===== src/rtl/glycemic_index_calculator.sv =====
// Glucose reading -> 4-bit glycemic index code plus hypo/hyper alerts; optional 4-sample mean (GLYCEMIC_AVG_FILTER_EN).
// Latency: one cycle from an accepted sample to glycemicIndex/alerts/index_valid; one sample per cycle.
// Backpressure: none; every sample_valid cycle is accepted, outputs hold while sample_valid is low.
module glycemic_index_calculator (
    input  logic       clk,
    input  logic       rst_n,
    input  logic       sample_valid,
    input  logic [7:0] bloodSensor,
    output logic [3:0] glycemicIndex,
    output logic       index_valid,
    output logic       hypo_alert,
    output logic       hyper_alert
);

    localparam logic [7:0] HYPO_LIMIT  = 8'd70;
    localparam logic [7:0] HYPER_LIMIT = 8'd180;

    // Effective reading R that drives the index and the alerts.
    logic [7:0] w_reading;

`ifdef GLYCEMIC_AVG_FILTER_EN
    // Averaging window h0..h3: h0 is the incoming sample itself, h1..h3 are the
    // three previously accepted samples. Keeping h0 on the input side lets the
    // mean include the current sample without adding a pipeline stage.
    logic [7:0] r_h1;
    logic [7:0] r_h2;
    logic [7:0] r_h3;
    logic       r_primed;
    logic [7:0] w_h0;
    logic [7:0] w_h1;
    logic [7:0] w_h2;
    logic [7:0] w_h3;
    logic [9:0] w_sum;

    // Build the window; before priming every slot sees the incoming sample,
    // so the first output equals that sample rather than a quarter of it.
    always_comb begin
        w_h0      = bloodSensor;
        w_h1      = r_primed ? r_h1 : bloodSensor;
        w_h2      = r_primed ? r_h2 : bloodSensor;
        w_h3      = r_primed ? r_h3 : bloodSensor;
        w_sum     = {2'b00, w_h0} + {2'b00, w_h1} + {2'b00, w_h2} + {2'b00, w_h3};
        w_reading = w_sum[9:2];
    end

    // Shift the history on each accepted sample; priming fills it with the first sample.
    always_ff @(posedge clk or negedge rst_n) begin
        if (!rst_n) begin
            r_h1     <= 8'd0;
            r_h2     <= 8'd0;
            r_h3     <= 8'd0;
            r_primed <= 1'b0;
        end else if (sample_valid) begin
            r_h1     <= w_h0;
            r_h2     <= w_h1;
            r_h3     <= w_h2;
            r_primed <= 1'b1;
        end
    end
`else
    assign w_reading = bloodSensor;
`endif

    // Register index and alerts on accepted samples; index_valid pulses for one cycle.
    always_ff @(posedge clk or negedge rst_n) begin
        if (!rst_n) begin
            glycemicIndex <= 4'd0;
            index_valid   <= 1'b0;
            hypo_alert    <= 1'b0;
            hyper_alert   <= 1'b0;
        end else begin
            index_valid <= sample_valid;
            if (sample_valid) begin
                glycemicIndex <= w_reading[7:4];
                hypo_alert    <= (w_reading < HYPO_LIMIT);
                hyper_alert   <= (w_reading > HYPER_LIMIT);
            end
        end
    end

endmodule


===== config.mk =====
export PLATFORM = sky130hd
export DESIGN_NAME = glycemic_index_calculator
export DESIGN_NICKNAME = d
export VERILOG_FILES = /design/src/rtl/glycemic_index_calculator.sv
export SDC_FILE = /design/constraint.sdc
export NUM_CORES = 1
export LEC_CHECK = 0
export BUFFER_PORTS_ARGS = -buffer_cell sky130_fd_sc_hd__buf_2
export CAP_MARGIN = 20
export CELL_PAD_IN_SITES_DETAIL_PLACEMENT = 1
export CELL_PAD_IN_SITES_GLOBAL_PLACEMENT = 2
export CORE_AREA = 5 5 42 44
export CTS_BUF_LIST = sky130_fd_sc_hd__clkbuf_8
export CTS_CLUSTER_SIZE = 16
export DETAILED_ROUTE_END_ITERATION = 16
export DIE_AREA = 0 0 47 49
export PLACE_DENSITY = 0.75
export SLEW_MARGIN = 20
export SYNTH_ARGS = -nofsm -noshare
export SYNTH_HDL_FRONTEND = slang
export SYNTH_SLANG_ARGS = --single-unit

===== constraint.sdc =====
create_clock -name clk -period 1 [get_ports clk]
set_clock_uncertainty 0.05 [all_clocks]
set_input_delay 0.15 -clock clk [delete_from_list [all_inputs] [get_ports clk]]
set_output_delay 0.15 -clock clk [all_outputs]
set_load 0.05 [all_outputs]

==> metrics.md, run 1 <==
| Metric | Value |
|---|---|
| Hold/Removal Path Class | input pin to flip-flop |
| WP data required | about 800 ps |
| Hold_sp | sample_valid |
| Max Freq | approximately 1.0 GHz |
| Post-route insts no fill | 60 |
| Combinational power share | a little under a quarter |
| Filler cell count | ~180 |
| ANT nets after route | 0 |
| Area leader, netlist | dfrtp_1 |
| Cell Int Power | 0.000666 W |
| Worst path max stage delay | ~400 ps |
| Commonest cells after routing, fill and taps aside | buf_2 (10), buf_6 (6), dfrtp_1 (4) |
| Critical path endpoint category | primary output |
| Most Used Layer, Global Route | met2 |
| Cell Count Post-Placement | between 50 and 60 |
| Mapped Area | 280 µm² |
| Crit-path cells | buf_6 |
| Switching Power | 0.000284 W |
| Crit path kind | flip-flop to primary output |
| Remaining DRCs | 0 |
| Area contributors post-synth | dfrtp_1 (63%), mux2_2 (12%), a2111o_1 (4.0%), o211a_1 (3.6%), o21ai_0 (3.6%) |
| Num CTS Buffers | 3 |
| Netlist cell types | 12 |
| Setup Fix Bufs, Post-CTS | 0 |
| Root Buffer | clkbuf_8 |
| Die Y | between 40 and 50 µm |
| Worst path depth | 1 |
| Global route overflow | 0 |
| Worst path slowest cell | dfrtp_2 |
| Rows | 14 |
| Clock transition at path regs | 40 ps |
| Final net count | 56 |
| Met2 usage | ~11% |
| Syn_nets | 33 |
| GR Util met3 | 2.21% |
| Port Buf Inserts | 17 |
| CTS sink cnt | 7 |
| Post-synth top area share | between 60% and 70% |
| Most common cell after layout, fill and taps aside | buf_2 |
| GRT Overall Usage | under 10% |
| Fin crit share | 98.1% |
| R2R depth | 1 |
| Routed WL | around 770 µm |
| Sequential power share | around a third |
| Antenna cells | 0 |
| Final Hold Vio Count | 0 |
| Starting Density | between 20% and 30% |
| H-tree depth | 1 |
| Fin Setup TNS | 0 ps |
| Via-per-instance ratio | ~4.4 |
| Clk pwr share | between 40% and 50% |
| Crit path max-delay family | flip-flops |
| Synth Instances | 22 |
| Die ar. | 2300 µm² |
| Avg Inst Size Synth | 12.7 µm² |
| Pin count of the biggest net entering global routing | 10 |
| WHS | between 80 and 90 ps |
| DR vias | approximately 260 |
| Synth warn | 0 |
| CP Data Arrival Time | between 700 and 800 ps |
| Outcome | finished, final reports clean |
| Maxcap violations | 0 |
| Routability cong. | roughly 0.72 |
| Area grow syn2layout | 73.7% |
| Switching share of power | 29.9% |
| Slew Limit Fails | 0 |
| Worst IR Drop VDD | between 0.7 and 0.8 mV |
| Clock buffer depth | 2 |
| Vias in the first global route | between 200 and 300 |
| M1 GR Usage | 8.78% |
| WL per Instance | around 13 µm |
| Ports | 18 |
| Rel. slew slack | approximately 90% |
| Launching point of the worst reg2reg path | glycemicIndex[0] |
| Core box area | about 1400 µm² |
| Worst slew pin tran | about 160 ps |
| Sequential area share after synthesis | a little over three fifths |
| DP HPWL | slightly below 600 µm |
| CP max FO | 2 |
| CP Launch Point | glycemicIndex[0] |
| First-pass GRT wire length | ~1200 µm |
| PwrDens | a little under 2000 nW/µm² |
| Final setup viols | 0 |
| Synthesis-stage register bit count | 7 |
| Drt first-iter violations | 2 |
| Unrepaired setup endpoints after global routing | true |
| Clock Latency Late Sink | between 200 and 250 ps |
| Startpoint Class | flip-flop |
| WHS Path Cells | 1 |
| Die W | between 40 and 50 µm |
| Fraction of layout cells with a size suffix above 1 | between 60% and 70% |
| CTS tree | built |
| Initial antenna violation count | 0 |
| Leak | between 0.2 and 0.25 nW |
| Tmin final | 981 ps |
| DR pass1 iterations | 3 |
| Bufs and invs on worst path | 1 |
==> final cells by class <==
cell class | instances | area, µm² | share of cell area (%)
Inverter | 2 | 7.51 | 1.54
Timing Repair Buffer | 19 | 143 | 29.3
Clock buffer | 3 | 41.3 | 8.48
Tap cell | 16 | 20.0 | 4.11
Clock inverter | 1 | 3.75 | 0.771
Multi-Input combinational cell | 12 | 92.6 | 19.0
Sequential cell | 7 | 179 | 36.8
==> power by group through the flow <==
stage / sequential [W] / clock [W] / combinational, W
2_1_floorplan: 0.000421 / 0 / 0.0000339
3_3_place_gp: 0.000327 / 0 / 0.000193
3_5_place_dp: 0.000328 / 0 / 0.000193
4_1_cts: 0.000328 / 0.000400 / 0.000219
5_1_grt: 0.000333 / 0.000425 / 0.000238
6_report: 0.000329 / 0.000396 / 0.000225
==> cell families after synthesis <==
logic type | count (synthesis) | share of synthesized area [%]
AO/OA/AOI/OAI | 7 | 17.4
flip-flops | 7 | 62.5
multiplexers | 3 | 12.1
buffers and inverters | 3 | 4.46
AND/OR/NAND/NOR | 2 | 3.57
==> timing repair <==
| item | 4_1_cts | 5_1_grt |
|---|---|---|
| resized for setup | 9 | 5 |
| hold buffers | 1 | 0 |
| endpoints found under the hold margin | 7 | 0 |
| setup endpoints to repair | 6 | 6 |
==> registers in the layout, summed over array words and instances (netlist names) <==
name / flops
glycemicIndex: 4
hyper_alert: 1
hypo_alert: 1
index_valid: 1
==> cell usage after synthesis <==
cell	n
a2111o_1	1
inv_1	2
a21oi_1	1
nand2_1	1
o22ai_1	1
o211a_1	1
mux2_2	3
buf_2	1
or3_1	1
a31oi_1	1
o21ai_0	2
dfrtp_1	7
==> worst paths after layout <==
check                                        end  slack [ps]
worst max-delay path            glycemicIndex[0]          20
worst min-delay path                 index_valid          90
worst max register to register  glycemicIndex[0]         180
worst min register to register  glycemicIndex[2]         470
max in group asynchronous       glycemicIndex[2]         500
min in group asynchronous            hyper_alert         240
==> per-layer routing <==
layer | vias to the layer above | part of all wire [%] | wire (µm)
met3 | 5 | 3.3 | 25
met2 | 7 | 52 | 395
met1 | 128 | 40 | 304
li1 | 124 | - | -
met5 | - | 0 | 0
met4 | 0 | 5.2 | 40
==> metrics by stage <==
step	instance area [µm²]	power, W	utilization, %	worst slack, ps
6_report	487	0.000950	34.7	19.3
5_1_grt	487	0.000996	34.7	-4.03
4_1_cts	473	0.000947	33.8	3.65
3_5_place_dp	392	0.000521	27.9	-21.5
3_3_place_gp	392	0.000520	27.9	13.3
2_1_floorplan	284	0.000455	-	9.77
(Power assumes the default switching activity.)
==> inputs of run 2 (changes only) <==
- ABC_AREA: unset -> 1
- BUFFER_PORTS_ARGS: -buffer_cell sky130_fd_sc_hd__buf_2 -> unset
- DONT_BUFFER_PORTS: unset -> 1
- PLACE_DENSITY: 0.75 -> 0.63
==> run 2 against run 1 <==
Net effect: worst hold slack lost 65 ps; utilization grew 1.1 points; sequential power is essentially flat; clock power shrank 2%; sequential share of layout area shrank 1.8 points; first-iteration DRC count grew 50%; non-clock buffer count shrank 9; die area is the same; total power shrank 1.1%; flip-flop and latch count is the same; critical path type unchanged; largest cell class unchanged; largest power group unchanged; highest routed layer is now met3.
==> metrics.md, run 2 <==
| Metric | Value |
|---|---|
| DP HPWL | between 600 and 700 µm |
| Num CTS Buffers | 3 |
| Synth Instances | 38 |
| Starting Density | between 20% and 30% |
| Post-synth top flop | dfrtp_1 |
| Initial antenna violation count | 0 |
| Fraction of layout cells with a size suffix above 1 | 23.1% |
| CTS sink cnt | 7 |
| Startpoint Class | flip-flop |
| Most frequent cell after synthesis | nand2_1 |
| Commonest cells after routing, fill and taps aside | nand2_1 (18), inv_1 (7), dfrtp_1 (7) |
| WHS | between 20 and 25 ps |
| Synth warn | 0 |
| Global route overflow | 0 |
| Port Buf Inserts | 0 |
| Worst IR Drop VDD | ~0.76 mV |
| Final net count | 64 |
| Die Y | 49 µm |
| Filler cell count | about 170 |
| Area leader, netlist | dfrtp_1 |
| Root Buffer | clkbuf_8 |
| Die ar. | ~2300 µm² |
| Area contributors post-synth | dfrtp_1 (59%), nand2_1 (23%), inv_1 (7.5%), o21ai_0 (5.0%), nand4_1 (2.1%) |
| Via-per-instance ratio | 4.15 |
| PwrDens | 1870 nW/µm² |
| CP max FO | 2 |
| Leak | 0.276 nW |
| Clock transition at path regs | around 40 ps |
| Worst path slowest cell | dfrtp_1 |
| Netlist cell types | 8 |
| Die W | around 47 µm |
| Sequential area share after synthesis | a little under 60% |
| WL per Instance | 11.5 µm |
| Antenna cells | 0 |
| Placed cell area | 422 µm² |
| Worst path max stage delay | between 400 and 500 ps |
| Critical path endpoint category | primary output |
| DR vias | around 280 |
| Final Hold Vio Count | 0 |
| Design Power | 0.000939 W |
| ANT nets after route | 0 |
| Avg Inst Size Synth | 7.87 µm² |
| Bufs and invs on worst path | 1 |
| DR pass1 iterations | 4 |
| Rows | 14 |
| WP data required | 800 ps |
| Unrepaired setup endpoints after global routing | true |
| Final instance area | ~500 µm² |
| Outcome | finished, final reports clean |
| Drt first-iter violations | 3 |
| CP Data Arrival Time | 790 ps |
| Pin count of the biggest net entering global routing | 11 |
| Synthesis-stage register bit count | 7 |
| Max reg flops | 4 |
| Hold/Removal Path Class | input pin to flip-flop |
| Slew Limit Fails | 0 |
| Post-synth EDFFs | 0 |
| Tmin final | between 900 and 1000 ps |
| First-pass GRT wire length | ~1300 µm |
| Maxcap violations | 0 |
| Most common cell after layout, fill and taps aside | nand2_1 |
| H-tree depth | 1 |
| Area grow syn2layout | 67.8% |
| Biggest register | glycemicIndex |
| Crit-path cells | buf_12 |
| Crit path kind | flip-flop to primary output |
| Worst slew pin tran | around 350 ps |
| Mapped Area | approximately 300 µm² |
| Ports | 18 |
| Vias in the first global route | 300 |
| Post-synth top area share | between 50% and 60% |
| Post-route insts no fill | between 60 and 70 |
| Rel. slew slack | about three quarters |
| Post-synth ARST share | 100% |
| Clock Latency Late Sink | approximately 220 ps |
| Syn_nets | 49 |
| Fin crit share | between 90% and 100% |
| CTS tree | built |
| GRT Overall Usage | 7.73% |
| Core box area | between 1000 and 1500 µm² |
| Max Freq | around 1 GHz |
| Post-synth top cells | nand2_1 (18), dfrtp_1 (7), inv_1 (6) |
| Clock buffer depth | 2 |
| Crit path max-delay family | flip-flops |
| Final setup viols | 0 |
| Remaining DRCs | 0 |
| Cell Count Post-Placement | just over 60 |
| Routability cong. | 0.680 |
| Routed WL | approximately 800 µm |
## run 2: cell count changes in the layout (fill, tap and decap cells not counted), sizes merged, moves of 3 or more
cell,before,now
mux2,3,0
inv,3,8
buf,18,8
nand2,1,18
## run 2: repair_timing
| item | 4_1_cts | 5_1_grt |
|---|---|---|
| endpoints found under the hold margin | 8 | 0 |
| hold buffers | 2 | 0 |
| gates resized for setup | 0 | 2 |
| setup buffers | 0 | 1 |
| endpoints found under the setup margin | 0 | 6 |
## run 2: final timing paths
check | cells past startpoint | slack (ps) | from | endpoint
setup / recovery | 1 | 9 | glycemicIndex[1] | glycemicIndex[1]
hold / removal | 2 | 20 | bloodSensor[7] | glycemicIndex[3]
setup reg to reg | 3 | 190 | glycemicIndex[3] | glycemicIndex[3]
hold reg to reg | 2 | 450 | hypo_alert | hypo_alert
max in group asynchronous | 1 | 420 | rst_n | glycemicIndex[0]
min in group asynchronous | 1 | 220 | rst_n | index_valid
## run 2: through the flow
| stage | util, % | setup WS (ps) | setup TNS (ps) |
|---|---|---|---|
| after global routing | 35.8 | -6.62 | -10.2 |
| final | 35.8 | 9.11 | 0 |
| after global placement | 30.1 | 253 | 0 |
| after floorplan | - | 92.3 | 0 |
| after CTS | 34.7 | 0.950 | 0 |
| after detailed placement | 30.1 | 240 | 0 |
## run 2: cell families after synthesis
group / after synthesis / share of synthesized area [%]
and+or+nand+nor: 21 / 27.6
DFF: 7 / 58.6
buffers and inverters: 7 / 8.78
AOI/OAI and AO/OA: 3 / 5.02
## run 2: final cells by class
type	instances	area, µm²	share of cell area (%)
Tap cell	16	20.0	3.99
Inverter	7	26.3	5.24
Sequential cell	7	175	34.9
Multi-Input combinational cell	24	97.6	19.5
Clock inverter	1	3.75	0.748
Timing Repair Buffer	10	138	27.4
Clock buffer	3	41.3	8.23
## run 2: per-layer routing
layer	global-route usage, %	part of all wire, %	vias to the layer above
met5	0	0	-
met4	2.76	0	0
met3	4.43	13	0
met2	11.8	50	12
met1	8.74	37	129
li1	-	-	141
## run 2: report_power, final
group	internal [W]	total, W	switching, W
clock	0.000265	0.000387	0.000121
sequential	0.000308	0.000330	0.0000216
combinational	0.0000955	0.000223	0.000127
total	0.000669	0.000939	0.000270
==> inputs of run 3 (changes only) <==
- ABC_AREA: 1 -> 0
- PLACE_DENSITY: 0.63 -> unset
- PLACE_DENSITY_LB_ADDON: unset -> 0.08
==> run 3 against run 2 <==
Net effect: die area is the same; clock-buffer cell count stayed put; via count is 19% lower; clock power shrank 1%; critical path depth unchanged; worst setup slack improved by 15 ps; design area shrank 11%; sequential power about the same; critical path type unchanged; largest power group unchanged; highest routed layer unchanged.
==> metrics.md, run 3 (synthesis gave the netlist of run 1 again) <==
| Metric | Value |
|---|---|
| Launching point of the worst reg2reg path | glycemicIndex[1] |
| DR vias | 228 |
| CP max FO | 2 |
| Top sig layer | met3 |
| Setup Fix Bufs, Post-CTS | 0 |
| Clock transition at path regs | 40 ps |
| Outcome | finished, final reports clean |
| WP data required | roughly 800 ps |
| Flop2flop setup slack | roughly 180 ps |
| Fin crit share | 97.6% |
| R2R depth | 1 |
| CTS sink cnt | 7 |
| Max Freq | a little over 1 GHz |
| Maxcap violations | 0 |
| Initial antenna violation count | 0 |
| Port Buf Inserts | 0 |
| Final instance area | between 400 and 500 µm² |
| Worst slew pin tran | between 300 and 400 ps |
| Post-route insts no fill | just over 50 |
| Routability cong. | 0.586 |
| Crit path kind | flip-flop to primary output |
| Slew Limit Fails | 0 |
| Leak | approximately 0.20 nW |
| Worst IR Drop VDD | approximately 0.77 mV |
| Die Y | around 49 µm |
| Reg-to-reg endpoint | glycemicIndex[1] |
| Ports | 18 |
| Register area | roughly 180 µm² |
| GRT Overall Usage | roughly 7.6% |
| Fin Setup TNS | 0 ps |
| Tmin final | approximately 980 ps |
| H-tree depth | 1 |
| Placed cell area | between 300 and 400 µm² |
| Vias in the first global route | approximately 270 |
| ANT nets after route | 0 |
| Rel. slew slack | 77.9% |
| Drt first-iter violations | 0 |
| End of the critical path | hypo_alert |
| Clock buffer depth | 2 |
| Area occupied by multi-input gates | ~93 µm² |
| CP Launch Point | hypo_alert |
| Final worst setup slack | between 20 and 25 ps |
| Crit-path cells | buf_4 |
| WL per Instance | around 15 µm |
| Critical path endpoint category | primary output |
| Hold/Removal Path Class | input pin to flip-flop |
| Final setup viols | 0 |
| Pin count of the biggest net entering global routing | 8 |
| Core box area | between 1000 and 1500 µm² |
| Starting Density | between 20% and 30% |
| Crit path max-delay family | flip-flops |
| Area grow syn2layout | 58.9% |
| Most common cell after layout, fill and taps aside | buf_6 |
| DR pass1 iterations | 1 |
| Design Power | about 0.00091 W |
| Clock Latency Late Sink | ~220 ps |
| Commonest cells after routing, fill and taps aside | buf_6 (5), dfrtp_1 (4) |
| Num CTS Buffers | 3 |
| Cell Count Post-Placement | 44 |
| Routed WL | approximately 770 µm |
| Antenna cells | 0 |
| Max reg flops | 4 |
| CTS tree | built |
| First-pass GRT wire length | between 1000 and 1500 µm |
| Startpoint Class | flip-flop |
| Die W | roughly 47 µm |
| Bufs and invs on worst path | 1 |
| Die ar. | between 2000 and 2500 µm² |
| M1 WL | about 280 µm |
| Root Buffer | clkbuf_8 |
| Fraction of layout cells with a size suffix above 1 | 45.7% |
| Rows | 14 |
| Post-place setup slack | around 61 ps |
| Unrepaired setup endpoints after global routing | false |
| Final Hold Vio Count | 0 |
| Global route overflow | 0 |
| Final net count | between 40 and 50 |
| CP Data Arrival Time | approximately 780 ps |
| PwrDens | approximately 2000 nW/µm² |
| Worst path depth | 1 |
| Detailed-routed wire length on met3 | around 120 µm |
| Biggest register | glycemicIndex |
| Filler cell count | 165 |
| Remaining DRCs | 0 |
| Worst path max stage delay | 360 ps |
| Worst path slowest cell | dfrtp_1 |
| Metal2 WL | between 300 and 400 µm |
| Via-per-instance ratio | 4.47 |
run 3: stage by stage:
step | hold WS (ps) | utilization (%)
after global placement | -195 | 25.1
final | 26.3 | 31.8
after detailed placement | -195 | 25.1
after global routing | 20.6 | 31.8
after floorplan | -196 | -
after CTS | 22.2 | 31.3
run 3: power breakdown:
group	switching, W	internal, W	leakage, nW
clock network	0.000117	0.000265	0.0269
registers	0.0000154	0.000313	0.0808
logic	0.000126	0.0000744	0.0948
run 3: how the worst min path moves through the flow:
stage | to | slack, ps | from | cells past startpoint
global placement | hyper_alert | -200 | rst_n | 0
finish | glycemicIndex[0] | 30 | bloodSensor[4] | 1
floorplan | glycemicIndex[0] | -200 | rst_n | 0
detailed placement | hyper_alert | -200 | rst_n | 0
global route | glycemicIndex[2] | 20 | bloodSensor[6] | 1
CTS | glycemicIndex[0] | 20 | bloodSensor[4] | 1
run 3: final cells by class:
type	instances	area share [%]
Sequential cell	7	40.2
Timing Repair Buffer	10	22.8
Tap cell	16	4.49
Clock buffer	3	9.27
Clock inverter	1	0.843
Inverter	2	1.69
Multi-Input combinational cell	12	20.8
run 3: metal layers:
layer  global-route usage [%]  vias to the layer above
li1                         -                      105
met1                     8.05                      109
met2                     11.5                       14
met3                     5.17                        0
met4                     2.76                        0
met5                        0                        -
run 3: repair_timing:
action	in CTS	in global routing
resized for setup	3	2
hold buffers	3	0
hold endpoints to repair	11	0
endpoints found under the setup margin	3	2
